--- src/rtl/xc_rng_pkg.sv ---
// Shared definitions for the XCrypto RNG back end: operation and status
// encodings, the health state type, the default LFSR feedback mask and small
// pure helpers used by both the LFSR and the unit.
package xc_rng_pkg;

    // Request operation encodings (3 is reserved and behaves like TEST).
    localparam logic [1:0] XC_RNG_OP_SEED = 2'd0;
    localparam logic [1:0] XC_RNG_OP_SAMP = 2'd1;
    localparam logic [1:0] XC_RNG_OP_TEST = 2'd2;

    // Response status encodings.
    localparam logic [1:0] XC_RNG_NOINIT    = 2'd0;
    localparam logic [1:0] XC_RNG_UNHEALTHY = 2'd1;
    localparam logic [1:0] XC_RNG_HEALTHY   = 2'd2;

    // Default Galois feedback mask.
    localparam logic [31:0] XC_RNG_LFSR_POLY = 32'h80200003;

    // Health / warm-up state.
    typedef enum logic [1:0] {
        XC_RNG_ST_NOINIT    = 2'd0,
        XC_RNG_ST_WARMUP    = 2'd1,
        XC_RNG_ST_HEALTHY   = 2'd2,
        XC_RNG_ST_UNHEALTHY = 2'd3
    } xc_rng_state_t;

    // One Galois LFSR step: shift right, fold the mask in when bit 0 was set.
    function automatic logic [31:0] xc_rng_lfsr_step(
        input logic [31:0] s,
        input logic [31:0] poly
    );
        logic [31:0] fb;
        fb = s[0] ? poly : 32'h0000_0000;
        return (s >> 1) ^ fb;
    endfunction

    // Output whitening: XOR of the value with two rotations of itself.
    function automatic logic [31:0] xc_rng_whiten(input logic [31:0] s);
        return s ^ {s[15:0], s[31:16]} ^ {s[7:0], s[31:8]};
    endfunction

    // Status reported for a given health state; warm-up still reads as NOINIT.
    function automatic logic [1:0] xc_rng_status_of(input xc_rng_state_t st);
        logic [1:0] r;
        case (st)
            XC_RNG_ST_NOINIT:    r = XC_RNG_NOINIT;
            XC_RNG_ST_WARMUP:    r = XC_RNG_NOINIT;
            XC_RNG_ST_HEALTHY:   r = XC_RNG_HEALTHY;
            XC_RNG_ST_UNHEALTHY: r = XC_RNG_UNHEALTHY;
            default:             r = XC_RNG_NOINIT;
        endcase
        return r;
    endfunction

endpackage

--- src/rtl/xc_rng_lfsr.sv ---
// 32-bit Galois LFSR with synchronous load and advance enable.
// Load has priority over advance; the zero flag feeds the health check.
module xc_rng_lfsr
    import xc_rng_pkg::*;
#(
    parameter logic [31:0] POLY        = XC_RNG_LFSR_POLY,
    parameter logic [31:0] RESET_STATE = 32'h0000_0000
) (
    input  logic        g_clk,
    input  logic        g_reset,
    input  logic        i_load,
    input  logic [31:0] i_load_data,
    input  logic        i_enable,
    output logic [31:0] o_state,
    output logic        o_zero
);

    logic [31:0] r_state;
    logic [31:0] w_state_nxt;

    // Next-state selection: load a new seed, advance, or hold.
    always_comb begin
        w_state_nxt = r_state;
        if (i_load) begin
            w_state_nxt = i_load_data;
        end else if (i_enable) begin
            w_state_nxt = xc_rng_lfsr_step(r_state, POLY);
        end else begin
            w_state_nxt = r_state;
        end
    end

    // LFSR state register.
    always_ff @(posedge g_clk or posedge g_reset) begin
        if (g_reset) begin
            r_state <= RESET_STATE;
        end else begin
            r_state <= w_state_nxt;
        end
    end

    assign o_state = r_state;
    assign o_zero  = (r_state == 32'h0000_0000);

endmodule

--- src/rtl/xc_rng_unit.sv ---
// XCrypto RNG back end: owns the LFSR, the health / warm-up state machine and
// a single-outstanding request/response port serving rngseed, rngsamp and
// rngtest. Responses are registered (latency 1) and held until consumed.
// Optional build macro XC_RNG_WHITEN_EN: when defined, SAMP data is whitened
// combinationally on the way out; the LFSR state itself is never altered.
module xc_rng_unit
    import xc_rng_pkg::*;
#(
    parameter int unsigned WARMUP_CYCLES = 16,
    parameter logic [31:0] LFSR_POLY     = XC_RNG_LFSR_POLY,
    parameter logic [31:0] RESET_STATE   = 32'h0000_0000
) (
    input  logic        g_clk,
    input  logic        g_reset,
    input  logic        req_valid,
    output logic        req_ready,
    input  logic [1:0]  req_op,
    input  logic [31:0] req_data,
    output logic        rsp_valid,
    input  logic        rsp_ready,
    output logic [1:0]  rsp_status,
    output logic [31:0] rsp_data
);

    // Warm-up is skipped entirely when WARMUP_CYCLES is zero.
    localparam bit          WARM_EN   = (WARMUP_CYCLES != 32'd0);
    localparam logic [31:0] WARM_LOAD = WARM_EN ? 32'(WARMUP_CYCLES - 32'd1) : 32'd0;

    xc_rng_state_t r_state;
    xc_rng_state_t w_state_nxt;
    logic [31:0]   r_warm_cnt;
    logic [31:0]   w_warm_cnt_nxt;

    logic          r_rsp_valid;
    logic [1:0]    r_rsp_status;
    logic [31:0]   r_rsp_data;
    logic [1:0]    w_rsp_status_nxt;
    logic [31:0]   w_rsp_data_nxt;

    logic          w_accept;
    logic          w_seed_acc;
    logic          w_seed_nz;
    logic          w_lfsr_en;
    logic [31:0]   w_lfsr_state;
    logic          w_lfsr_zero;
    logic [31:0]   w_samp_data;
    logic [1:0]    w_cur_status;

    // ------------------------------------------------------------------
    // Handshake decode
    // ------------------------------------------------------------------
    assign req_ready  = !r_rsp_valid && !g_reset;
    assign w_accept   = req_valid && req_ready;
    assign w_seed_acc = w_accept && (req_op == XC_RNG_OP_SEED);
    assign w_seed_nz  = (req_data != 32'h0000_0000);

    // ------------------------------------------------------------------
    // LFSR: runs only while warming up or healthy; a seed always wins.
    // ------------------------------------------------------------------
    assign w_lfsr_en = ((r_state == XC_RNG_ST_WARMUP) ||
                        (r_state == XC_RNG_ST_HEALTHY)) && !w_seed_acc;

    xc_rng_lfsr #(
        .POLY        (LFSR_POLY),
        .RESET_STATE (RESET_STATE)
    ) u_lfsr (
        .g_clk       (g_clk),
        .g_reset     (g_reset),
        .i_load      (w_seed_acc),
        .i_load_data (req_data),
        .i_enable    (w_lfsr_en),
        .o_state     (w_lfsr_state),
        .o_zero      (w_lfsr_zero)
    );

`ifdef XC_RNG_WHITEN_EN
    assign w_samp_data = xc_rng_whiten(w_lfsr_state);
`else
    assign w_samp_data = w_lfsr_state;
`endif

    // ------------------------------------------------------------------
    // Health FSM
    // ------------------------------------------------------------------

    // State register.
    always_ff @(posedge g_clk or posedge g_reset) begin
        if (g_reset) begin
            r_state <= XC_RNG_ST_NOINIT;
        end else begin
            r_state <= w_state_nxt;
        end
    end

    // Next state: an accepted seed overrides warm-up completion and health check.
    always_comb begin
        w_state_nxt = r_state;
        if (w_seed_acc) begin
            if (w_seed_nz) begin
                w_state_nxt = WARM_EN ? XC_RNG_ST_WARMUP : XC_RNG_ST_HEALTHY;
            end else begin
                w_state_nxt = XC_RNG_ST_UNHEALTHY;
            end
        end else begin
            case (r_state)
                XC_RNG_ST_NOINIT: begin
                    w_state_nxt = XC_RNG_ST_NOINIT;
                end
                XC_RNG_ST_WARMUP: begin
                    if (r_warm_cnt == 32'd0) begin
                        w_state_nxt = XC_RNG_ST_HEALTHY;
                    end else begin
                        w_state_nxt = XC_RNG_ST_WARMUP;
                    end
                end
                XC_RNG_ST_HEALTHY: begin
                    if (w_lfsr_zero) begin
                        w_state_nxt = XC_RNG_ST_UNHEALTHY;
                    end else begin
                        w_state_nxt = XC_RNG_ST_HEALTHY;
                    end
                end
                XC_RNG_ST_UNHEALTHY: begin
                    w_state_nxt = XC_RNG_ST_UNHEALTHY;
                end
                default: begin
                    w_state_nxt = XC_RNG_ST_NOINIT;
                end
            endcase
        end
    end

    // Status reported for the current state.
    always_comb begin
        w_cur_status = xc_rng_status_of(r_state);
    end

    // ------------------------------------------------------------------
    // Warm-up counter
    // ------------------------------------------------------------------

    // Reload on a non-zero seed, count down while warming up, else hold.
    always_comb begin
        w_warm_cnt_nxt = r_warm_cnt;
        if (w_seed_acc && w_seed_nz) begin
            w_warm_cnt_nxt = WARM_LOAD;
        end else if ((r_state == XC_RNG_ST_WARMUP) && (r_warm_cnt != 32'd0)) begin
            w_warm_cnt_nxt = r_warm_cnt - 32'd1;
        end else begin
            w_warm_cnt_nxt = r_warm_cnt;
        end
    end

    // Warm-up counter register.
    always_ff @(posedge g_clk or posedge g_reset) begin
        if (g_reset) begin
            r_warm_cnt <= 32'd0;
        end else begin
            r_warm_cnt <= w_warm_cnt_nxt;
        end
    end

    // ------------------------------------------------------------------
    // Response
    // ------------------------------------------------------------------

    // Response payload for the request being accepted this cycle.
    always_comb begin
        w_rsp_status_nxt = w_cur_status;
        w_rsp_data_nxt   = 32'h0000_0000;
        case (req_op)
            XC_RNG_OP_SEED: begin
                if (w_seed_nz) begin
                    w_rsp_status_nxt = WARM_EN ? XC_RNG_NOINIT : XC_RNG_HEALTHY;
                end else begin
                    w_rsp_status_nxt = XC_RNG_UNHEALTHY;
                end
            end
            XC_RNG_OP_SAMP: begin
                if (r_state == XC_RNG_ST_HEALTHY) begin
                    if (w_lfsr_zero) begin
                        // Stuck-at-zero detected on this very cycle.
                        w_rsp_status_nxt = XC_RNG_UNHEALTHY;
                        w_rsp_data_nxt   = 32'h0000_0000;
                    end else begin
                        w_rsp_status_nxt = XC_RNG_HEALTHY;
                        w_rsp_data_nxt   = w_samp_data;
                    end
                end else begin
                    w_rsp_status_nxt = w_cur_status;
                    w_rsp_data_nxt   = 32'h0000_0000;
                end
            end
            default: begin
                // TEST and the reserved encoding only report status.
                w_rsp_status_nxt = w_cur_status;
                w_rsp_data_nxt   = 32'h0000_0000;
            end
        endcase
    end

    // Response register: load on accept, clear valid once consumed.
    always_ff @(posedge g_clk or posedge g_reset) begin
        if (g_reset) begin
            r_rsp_valid  <= 1'b0;
            r_rsp_status <= 2'd0;
            r_rsp_data   <= 32'h0000_0000;
        end else if (w_accept) begin
            r_rsp_valid  <= 1'b1;
            r_rsp_status <= w_rsp_status_nxt;
            r_rsp_data   <= w_rsp_data_nxt;
        end else if (r_rsp_valid && rsp_ready) begin
            r_rsp_valid  <= 1'b0;
            r_rsp_status <= r_rsp_status;
            r_rsp_data   <= r_rsp_data;
        end else begin
            r_rsp_valid  <= r_rsp_valid;
            r_rsp_status <= r_rsp_status;
            r_rsp_data   <= r_rsp_data;
        end
    end

    assign rsp_valid  = r_rsp_valid;
    assign rsp_status = r_rsp_status;
    assign rsp_data   = r_rsp_data;

endmodule

--- config.mk ---
export PLATFORM = sky130hd
export DESIGN_NAME = xc_rng_unit
export DESIGN_NICKNAME = d
export VERILOG_FILES = /design/src/rtl/xc_rng_pkg.sv /design/src/rtl/xc_rng_lfsr.sv /design/src/rtl/xc_rng_unit.sv
export SDC_FILE = /design/constraint.sdc
export NUM_CORES = 1
export LEC_CHECK = 0
export ABC_AREA = 0
export CAP_MARGIN = 40
export CORE_MARGIN = 2
export CORE_UTILIZATION = 54
export DETAILED_ROUTE_END_ITERATION = 10
export GPL_TIMING_DRIVEN = 0
export PLACE_DENSITY = 0.77
export SLEW_MARGIN = 15
export SYNTH_ARGS = -nofsm -noshare
export SYNTH_HDL_FRONTEND = slang
export SYNTH_SLANG_ARGS = --single-unit
--- constraint.sdc ---
create_clock -name g_clk -period 4.1 [get_ports g_clk]
set_input_delay 0.82 -clock g_clk [delete_from_list [all_inputs] [get_ports g_clk]]
set_output_delay 0.82 -clock g_clk [all_outputs]
set_load 0.05 [all_outputs]
After elaboration in Yosys (flattened, before gate mapping)
Index checks and enable logic that the tools add are counted.
{"block": "classes", "n_reduce_logical": 21, "add_sub_neg": 1, "bitwise_logic": 1, "n_div": 0, "n_shift": 0, "multipliers": 0, "n_eq_ne": 4, "magnitude_cmp": 0, "muxes": 20}
{"operator": "$mux W32", "n": 8}
{"operator": "$logic_not A32 Y1", "n": 2}
{"operator": "$reduce_bool A32 Y1", "n": 2}
{"operator": "$sub A32 B1 Y32 const B", "n": 1}
{"operator": "$xor A31 B32 Y32", "n": 1}
{"operator": "$mux W2", "n": 5}
{"operator": "$pmux W2 S4", "n": 1}
{"operator": "$logic_and A1 B1 Y1", "n": 7}
{"operator": "$pmux W2 S3", "n": 1}
{"operator": "$reduce_bool A2 Y1", "n": 3}
{"operator": "$eq A2 B1 Y1 const B", "n": 2}
{"operator": "$eq A2 B2 Y1 const B", "n": 2}
{"operator": "$logic_not A2 Y1", "n": 2}
{"operator": "$mux W1", "n": 4}
{"operator": "$pmux W2 S2", "n": 1}
{"operator": "$logic_not A1 Y1", "n": 3}
{"operator": "$reduce_or A2 Y1", "n": 1}
{"operator": "$logic_or A1 B1 Y1", "n": 1}
{"block": "word_totals", "wordCells": 53, "reg_bits": 101, "output_inout_bits": 36, "memories": 0, "latch_bits": 0, "rom_bits": 0, "mem_bits_rw": 0}

Depth between registers and ports, before layout
Gate-level depths: netlist (run 1).
{"block": "logic_depth", "depth_word": 8, "depth_mapped": 9, "depth_no_buf": 7}

By module
A second synthesis (run 1) with hierarchy kept.
{"block": "unflattened", "hier_cells": 465, "hier_area_um2": 5028.6}
{"module": "xc_rng_unit", "seq_area_each_um2": 1726.7, "n_inst": 1, "area_per_inst_um2": 3400.8, "cells_per_inst": 309}
{"module": "xc_rng_lfsr", "seq_area_each_um2": 800.8, "n_inst": 1, "area_per_inst_um2": 1627.8, "cells_per_inst": 156}

Worst setup path after synthesis (run 1)
No wires, ideal clock.
{"block": "synth_timing", "kind": "input -> register", "startpoint": "in g_reset", "endpoint": "reg r_warm_cnt[24]", "n_path_buf": 3, "setup_ns": 0.132, "arrival_time_ns": 2.590, "required_time_ns": 3.968, "cell_stages": 7, "setup_slack_ns": 1.378, "cell_sequence": "or3b_2 > nor3_1 > clkbuf_1 > o21a_1 > clkbuf_1 > buf_1 > nor2_1"}
{"block": "synth_between", "elab_chain_len": 6, "elab_cells_between_ends": 7, "classes_between": "mux: 1; reduce/logical: 6"}
{"element": "start: declaration", "line_no": "xc_rng_unit.sv:14", "rtl": "input logic g_reset,"}
{"element": "$logic_not A1 Y1 (no line) *"}
{"element": "$logic_and A1 B1 Y1 *", "line_no": "xc_rng_unit.sv:52", "rtl": "assign req_ready = !r_rsp_valid && !g_reset;"}
{"element": "$logic_and A1 B1 Y1 *", "line_no": "xc_rng_unit.sv:53", "rtl": "assign w_accept = req_valid && req_ready;"}
{"element": "$logic_and A1 B1 Y1 *", "line_no": "xc_rng_unit.sv:54", "rtl": "assign w_seed_acc = w_accept && (req_op == XC_RNG_OP_SEED);"}
{"element": "$logic_and A1 B1 Y1 *", "line_no": "xc_rng_unit.sv:145", "rtl": "if (w_seed_acc && w_seed_nz) begin"}
{"element": "$mux W32 / $reduce_bool A2 Y1 (equally long branches)"}
{"element": "end signal: assignment", "line_no": "xc_rng_unit.sv:159", "rtl": "r_warm_cnt <= w_warm_cnt_nxt;"}
{"element": "end: declaration", "line_no": "xc_rng_unit.sv:31", "rtl": "logic [31:0] r_warm_cnt;"}
Mark *: on every way between the ends. The rest lies on a longest branch, timed or not.
A chain may end at the register's enable or synchronous reset.

Worst setup path after layout (run 1)
Same ends and word-level chain as after synthesis.

==> results of run 1 <==
==> worst paths after layout <==
check,startpoint,end,slack [ps],cells past startpoint
worst max-delay path,g_reset,r_warm_cnt[24],480,8
worst min-delay path,rsp_status[1],rsp_status[1],490,2
worst max register to register,rsp_valid,r_warm_cnt[24],1060,7
worst min register to register,rsp_status[1],rsp_status[1],490,2
max in group asynchronous,g_reset,r_warm_cnt[26],2600,3
min in group asynchronous,g_reset,u_lfsr.o_state[1],900,2
==> Yosys cell counts, types with 2 or more instances <==
master,count
dfrtp_1,101
o21ai_0,51
nand2_1,47
a22o_1,32
mux2i_1,32
clkbuf_1,27
a21oi_1,24
nor4_1,22
or3_1,15
inv_1,11
nor3_1,11
or4_1,11
nor2_1,10
ha_1,8
nand4_1,8
o31ai_1,8
nand4b_1,5
a31oi_1,4
o41ai_1,4
xnor2_1,4
nand2b_1,3
nor2b_1,3
or2_2,3
a31o_2,2
buf_2,2
nand3_1,2
o21bai_1,2
or4_4,2
==> worst min-delay path: cells and delay by family (launching register included) <==
| family | cells | cell delay [ps] |
|---|---|---|
| flops | 1 | 360 |
| compound gates | 1 | 60 |
| simple gates | 1 | 50 |
==> per-layer routing <==
metal,up-vias,global-route usage
met5,-,0
met4,0,0.07165
met3,13,0.04681
met2,139,0.3701
met1,2013,0.3953
li1,1930,-
==> layout make-up <==
type                       count  area [µm²]  share of cell area
timing repair buffer          74       758.2              0.1271
clock buffer                  10       127.6             0.02140
buffer                        32       133.9             0.02245
sequential                   101        2527              0.4237
tap                          108       135.1             0.02266
multi-input combinational    327        2165              0.3629
clock inverter                 6       71.32             0.01196
inverter                      11       46.29            0.007762
==> power breakdown <==
group	internal (W)	total, W	switching, W
Clock	0.000289	0.000647	0.000358
Sequential	0.00121	0.00146	0.000249
Combinational	0.000256	0.000572	0.000316
==> cells in the final DEF (no fill, tap or decap), drive strengths merged, types with 2 or more instances in the layout <==
cell type / instances
clkbuf: 37
a21oi: 24
o41ai: 4
o21ai: 51
nand2b: 3
nand3: 2
a22o: 32
nand4: 8
or3: 15
o21bai: 2
inv: 13
a31o: 2
or4: 13
clkdlybuf4s50: 73
a31oi: 4
mux2i: 32
nor2b: 3
o31ai: 8
nor3: 11
clkinv: 2
nor4: 24
or2: 3
buf: 6
dfrtp: 101
ha: 8
nand2: 47
nand4b: 5
xnor2: 4
nor2: 10
==> per-stage QoR <==
step / setup TNS [ps] / instance area (µm²) / std cells / setup WS (ps) / total power (W)
2_1_floorplan: 0 / 4867 / 471 / 632.9 / 0.001809
3_3_place_gp: -87130 / 5733 / 652 / -867.8 / 0.001995
3_5_place_dp: 0 / 5766 / 653 / 75.33 / 0.002035
4_1_cts: 0 / 5964 / 669 / 478.9 / 0.002676
5_1_grt: 0 / 5964 / 669 / 234.3 / 0.002843
6_report: 0 / 5964 / 669 / 481.9 / 0.002680
==> flip-flops by register name (all words and copies together), names as in the netlist <==
signal	flops
r_state	2
rsp_valid	1
rsp_data	32
rsp_status	2
u_lfsr.o_state	32
r_warm_cnt	32
==> cell families (layout without fill, tap and decap cells) <==
logic type,count (synthesis),count (layout),share of synthesized area
AOI/OAI and AO/OA,133,133,0.1766
xor gates and xnor gates,5,5,0.008997
adders and majority gates,8,8,0.02057
buffers and inverters,43,133,0.03599
DFF,101,101,0.5193
muxes,32,32,0.06581
and+or+nand+nor,149,149,0.1728
==> results.py, run 1 <==
metrics = {
    "synthesis": {
        "synth_edf_count": 0,
        "yosysUniqueCellTypes": 45,
        "synthCells": 471,
        "yosysTopAreaCellShare": 0.5193,
        "synthFlopType": "dfrtp_1",
        "synthesis.area_mm2": 0.004867,
        "ys_seq_elements": 101,
        "synthArstFlopShare": 1.000,
        "yosysSeqAreaShare": 0.5193,
        "synth_largest_area_cell": "dfrtp_1",
        "synthesis.nets": 517,
        "synth_area_leaders": "dfrtp_1 (52%), mux2i_1 (6.6%), a22o_1 (5.8%), o21ai_0 (5.2%), nand2_1 (3.6%)",
        "ys.warnings.count": 0,
        "syn_area_per_cell_um2": 10.33,
    },
    "setup_path": {
        "critPathKind": "input pin to register",
        "cp_cell_sequence": "clkdlybuf4s50_1, or3b_2, nor3_1, clkbuf_1, o21a_1, clkbuf_1, buf_1, nor2_1",
        "cp.required_ps": 4340,
        "cp_common_cell": "clkbuf_1",
        "cp_slowest_stage_delay_ps": 550,
        "cp.arrival_ps": 3860,
        "path_max_fanout": 10,
        "start_kind": "input pin",
        "critPathBufInv": 4,
        "end_kind": "register",
        "cp_slowest_cell": "or3b_2",
        "cp_top_family": "buffers and inverters",
    },
    "grt": {
        "grt.total_usage": 0.2553,
        "grt_pass1_vias": 4050,
        "grt_overflow": 0,
        "grt_max_degree": 54,
        "antenna_found_initial": 0,
        "grt_pass1_wl_um": 20200,
    },
    "cts": {
        "ctsHoldBuffers": 0,
        "htreeDepth": 3,
        "post_cts_resize_count": 0,
        "cts_root_buf": "clkbuf_8",
        "clk_latency_ps": 370,
        "clkSlewWorstSetupHoldPaths_ps": 100,
        "tritoncts": "yes",
        "numClockSinks": 101,
        "clk_path_buf_depth": 2,
        "post_cts_buffers": 0,
        "cts_made_buffers": 9,
    },
    "layout": {
        "drive_above_1_share": 0.05526,
        "diodes": 0,
        "nets": 602,
        "finish.utilization": 0.6839,
        "fillers": 672,
        "syn_to_final_growth_pct": 22.54,
    },
    "sta": {
        "hold_slack_ps": 494.3,
        "setup_viol": 0,
        "skew_ps": 14.14,
        "fin_crit_sh": 0.8825,
        "rsz0062_at_grt": "false",
        "worst_slew_pin_slew_ps": 751.6,
        "hold_violations": 0,
        "max_slew_margin": 0.4989,
        "period_needed_ps": 3618,
        "fmax_mhz": 276.4,
        "drv_slew": 0,
    },
    "floorplanning": {
        "io_pins": 74,
        "die_width_um": 98.94,
        "std_cell_rows": 34,
        "start_util": 0.5581,
        "core_region_area_mm2": 0.008721,
        "die_h_um": 98.94,
        "die-area_mm2": 0.009789,
    },
    "detailed_routing": {
        "num_vias": 4095,
        "wl_met1_um": 5662,
        "drc": 0,
        "antenna_left": 0,
        "vias_per_cell": 6.121,
        "top_layer_used": "met4",
        "drt_iter0_markers": 263,
        "wl_per_cell_um": 17.79,
        "first_pass_iters": 5,
        "wl_met2_um": 5343,
        "wl_met3_um": 760,
        "wirelength_um": 11900,
    },
    "placement": {
        "dp_hpwl_um": 8532,
        "gp_congestion": 0.8889,
        "port-buffer-count": 73,
    },
    "pwr": {
        "leakagePower_nw": 2.350,
        "ir_drop_uv": 207.5,
        "power_density_mw_per_mm2": 449.3,
    },
    "run_status": {
        "outcome": "finished, final reports clean",
    },
    "worst_hold_path": {
        "hold_path.class": "register to register",
    },
    "flow_run": {
        "max_cap_violations": 0,
    },
}
No activity file was read; power rests on OpenSTA's default activity.
==> run 2: changes to the inputs <==
--- a/config.mk
+++ b/config.mk
@@ -9,9 +9,10 @@
 export CAP_MARGIN = 40
 export CORE_MARGIN = 2
 export CORE_UTILIZATION = 54
+export CTS_CLUSTER_DIAMETER = 80
 export DETAILED_ROUTE_END_ITERATION = 10
 export GPL_TIMING_DRIVEN = 0
-export PLACE_DENSITY = 0.77
+export PLACE_DENSITY = 0.86
 export SLEW_MARGIN = 15
 export SYNTH_ARGS = -nofsm -noshare
 export SYNTH_HDL_FRONTEND = slang
==> run 2 against run 1 <==
Effect of this change: final area grew 0.17%; wire length grew 2.9%; first-iteration DRC count shrank 0.38%; register-to-register slack gained 70 ps; die area is the same; cell count is the same; worst setup slack gained 53 ps; core utilization grew 0.11 points; hold slack gained 22 ps; sequential share of layout area shrank 0.071 points; largest power group unchanged.
==> results.py, run 2 (synthesis gave the netlist of run 1 again) <==
metrics = {
    "sta": {
        "hold_violations": 0,
        "worst_slew_pin_slew_ps": 779.9,
        "setup_tns_ps": 0,
        "max_slew_margin": 0.4801,
        "drv_slew": 0,
        "skew_ps": 15.96,
        "setup_viol": 0,
        "hold_slack_ps": 516.8,
        "fin_crit_sh": 0.8695,
        "fmax_mhz": 280.5,
        "rsz0062_at_grt": "false",
        "period_needed_ps": 3565,
    },
    "layout": {
        "drive_above_1_share": 0.05704,
        "fillers": 630,
        "nets": 602,
        "ff_latch_area_mm2": 0.002527,
        "syn_to_final_growth_pct": 22.75,
        "diodes": 0,
        "fin_cells": 669,
        "final_common_cell": "dfrtp_1",
        "multi_input_area_mm2": 0.002165,
        "final_cell_mix": "dfrtp_1 (101), clkdlybuf4s50_1 (73), o21ai_0 (51), nand2_1 (47)",
    },
    "cts": {
        "post_cts_buffers": 0,
        "clkSlewWorstSetupHoldPaths_ps": 100,
        "numClockSinks": 101,
        "tritoncts": "yes",
        "cts_made_buffers": 9,
        "clk_latency_ps": 370,
        "cts_root_buf": "clkbuf_8",
        "ctsHoldBuffers": 0,
        "htreeDepth": 3,
        "clk_path_buf_depth": 2,
        "post_cts_resize_count": 0,
    },
    "setup_path": {
        "cp_top_family": "buffers and inverters",
        "r2r-end": "r_warm_cnt[7]",
        "critPathKind": "input pin to register",
        "path_max_fanout": 10,
        "reg2reg_from": "rsp_valid",
        "critPathBufInv": 4,
        "rr_worst_depth": 7,
        "end_kind": "register",
        "cp.arrival_ps": 3780,
        "r2r_slack_ps": 1130,
        "cp.required_ps": 4320,
        "cp_slowest_cell": "or3b_2",
        "cp_common_cell": "clkbuf_1",
        "cp_cell_sequence": "clkdlybuf4s50_1, or3b_2, nor3_1, clkbuf_1, o21a_1, clkbuf_1, buf_1, a21oi_1",
        "cp_slowest_stage_delay_ps": 560,
        "start_kind": "input pin",
    },
    "pwr": {
        "leakagePower_nw": 2.350,
        "total_power_w": 0.002691,
        "power_density_mw_per_mm2": 450.4,
        "ir_drop_uv": 302.5,
    },
    "grt": {
        "grt_pass1_wl_um": 20670,
        "antenna_found_initial": 0,
        "grt.total_usage": 0.2617,
        "grt_pass1_vias": 4225,
        "grt_overflow": 0,
        "grt_max_degree": 84,
    },
    "detailed_routing": {
        "antenna_left": 0,
        "first_pass_iters": 5,
        "wl_per_cell_um": 18.32,
        "drc": 0,
        "num_vias": 4175,
        "drt_iter0_markers": 262,
        "wirelength_um": 12250,
        "vias_per_cell": 6.241,
    },
    "floorplanning": {
        "start_util": 0.5581,
        "io_pins": 74,
        "die_width_um": 98.94,
        "die_h_um": 98.94,
        "die-area_mm2": 0.009789,
        "core_region_area_mm2": 0.008721,
        "std_cell_rows": 34,
    },
    "placement": {
        "port-buffer-count": 73,
        "dp_hpwl_um": 8789,
        "gp_congestion": 0.8941,
        "dp_cells": 653,
    },
    "worst_hold_path": {
        "holdPathEnd": "rsp_data[12]",
        "hold_depth": 1,
        "hold_start": "rsp_data[12]",
        "hold_path.class": "register to register",
    },
    "flow_run": {
        "max_cap_violations": 0,
    },
    "run_status": {
        "outcome": "finished, final reports clean",
    },
}
-- run 2: worst max path at each step --
stage	start	endpoint	slack, ps	cells after the start
2_1_floorplan	g_reset	r_state[0]	630	1
3_3_place_gp	g_reset	rsp_data[22]	-830	2
3_5_place_dp	g_reset	r_warm_cnt[10]	250	8
4_1_cts	g_reset	r_warm_cnt[7]	610	8
5_1_grt	g_reset	r_warm_cnt[10]	460	8
6_report	g_reset	r_warm_cnt[7]	540	8
-- run 2: final cells by class --
class | count | area share
Clock inverter | 6 | 0.01194
Sequential cell | 101 | 0.4230
Clock buffer | 10 | 0.02304
Tap cell | 108 | 0.02262
Inverter | 11 | 0.007749
Buffer | 32 | 0.02241
Multi-Input combinational cell | 327 | 0.3623
Timing Repair Buffer | 74 | 0.1269
-- run 2: through the flow --
| stage | utilization | setup WS (ps) | cell area (µm²) |
|---|---|---|---|
| final | 0.6851 | 535.1 | 5974 |
| after global routing | 0.6851 | 457.1 | 5974 |
| after CTS | 0.6851 | 612.6 | 5974 |
| after detailed placement | 0.6611 | 251.5 | 5766 |
| after global placement | 0.6574 | -831.6 | 5733 |
| after floorplan | - | 632.9 | 4867 |
-- run 2: power by group --
| part | internal, W | total (W) | switching [W] | leakage [nW] |
|---|---|---|---|---|
| Sequential | 0.00121 | 0.00146 | 0.000252 | 1.32 |
| Clock | 0.000303 | 0.000657 | 0.000353 | 0.0991 |
| Combinational | 0.000256 | 0.000571 | 0.000315 | 0.933 |
| Total | 0.00177 | 0.00269 | 0.000921 | 2.35 |
-- run 2: per-layer routing --
layer | routed length (µm) | GRT usage
met1 | 5102 | 0.3395
met2 | 6284 | 0.4428
met3 | 675 | 0.05887
met4 | 191 | 0.07587
met5 | 0 | 0
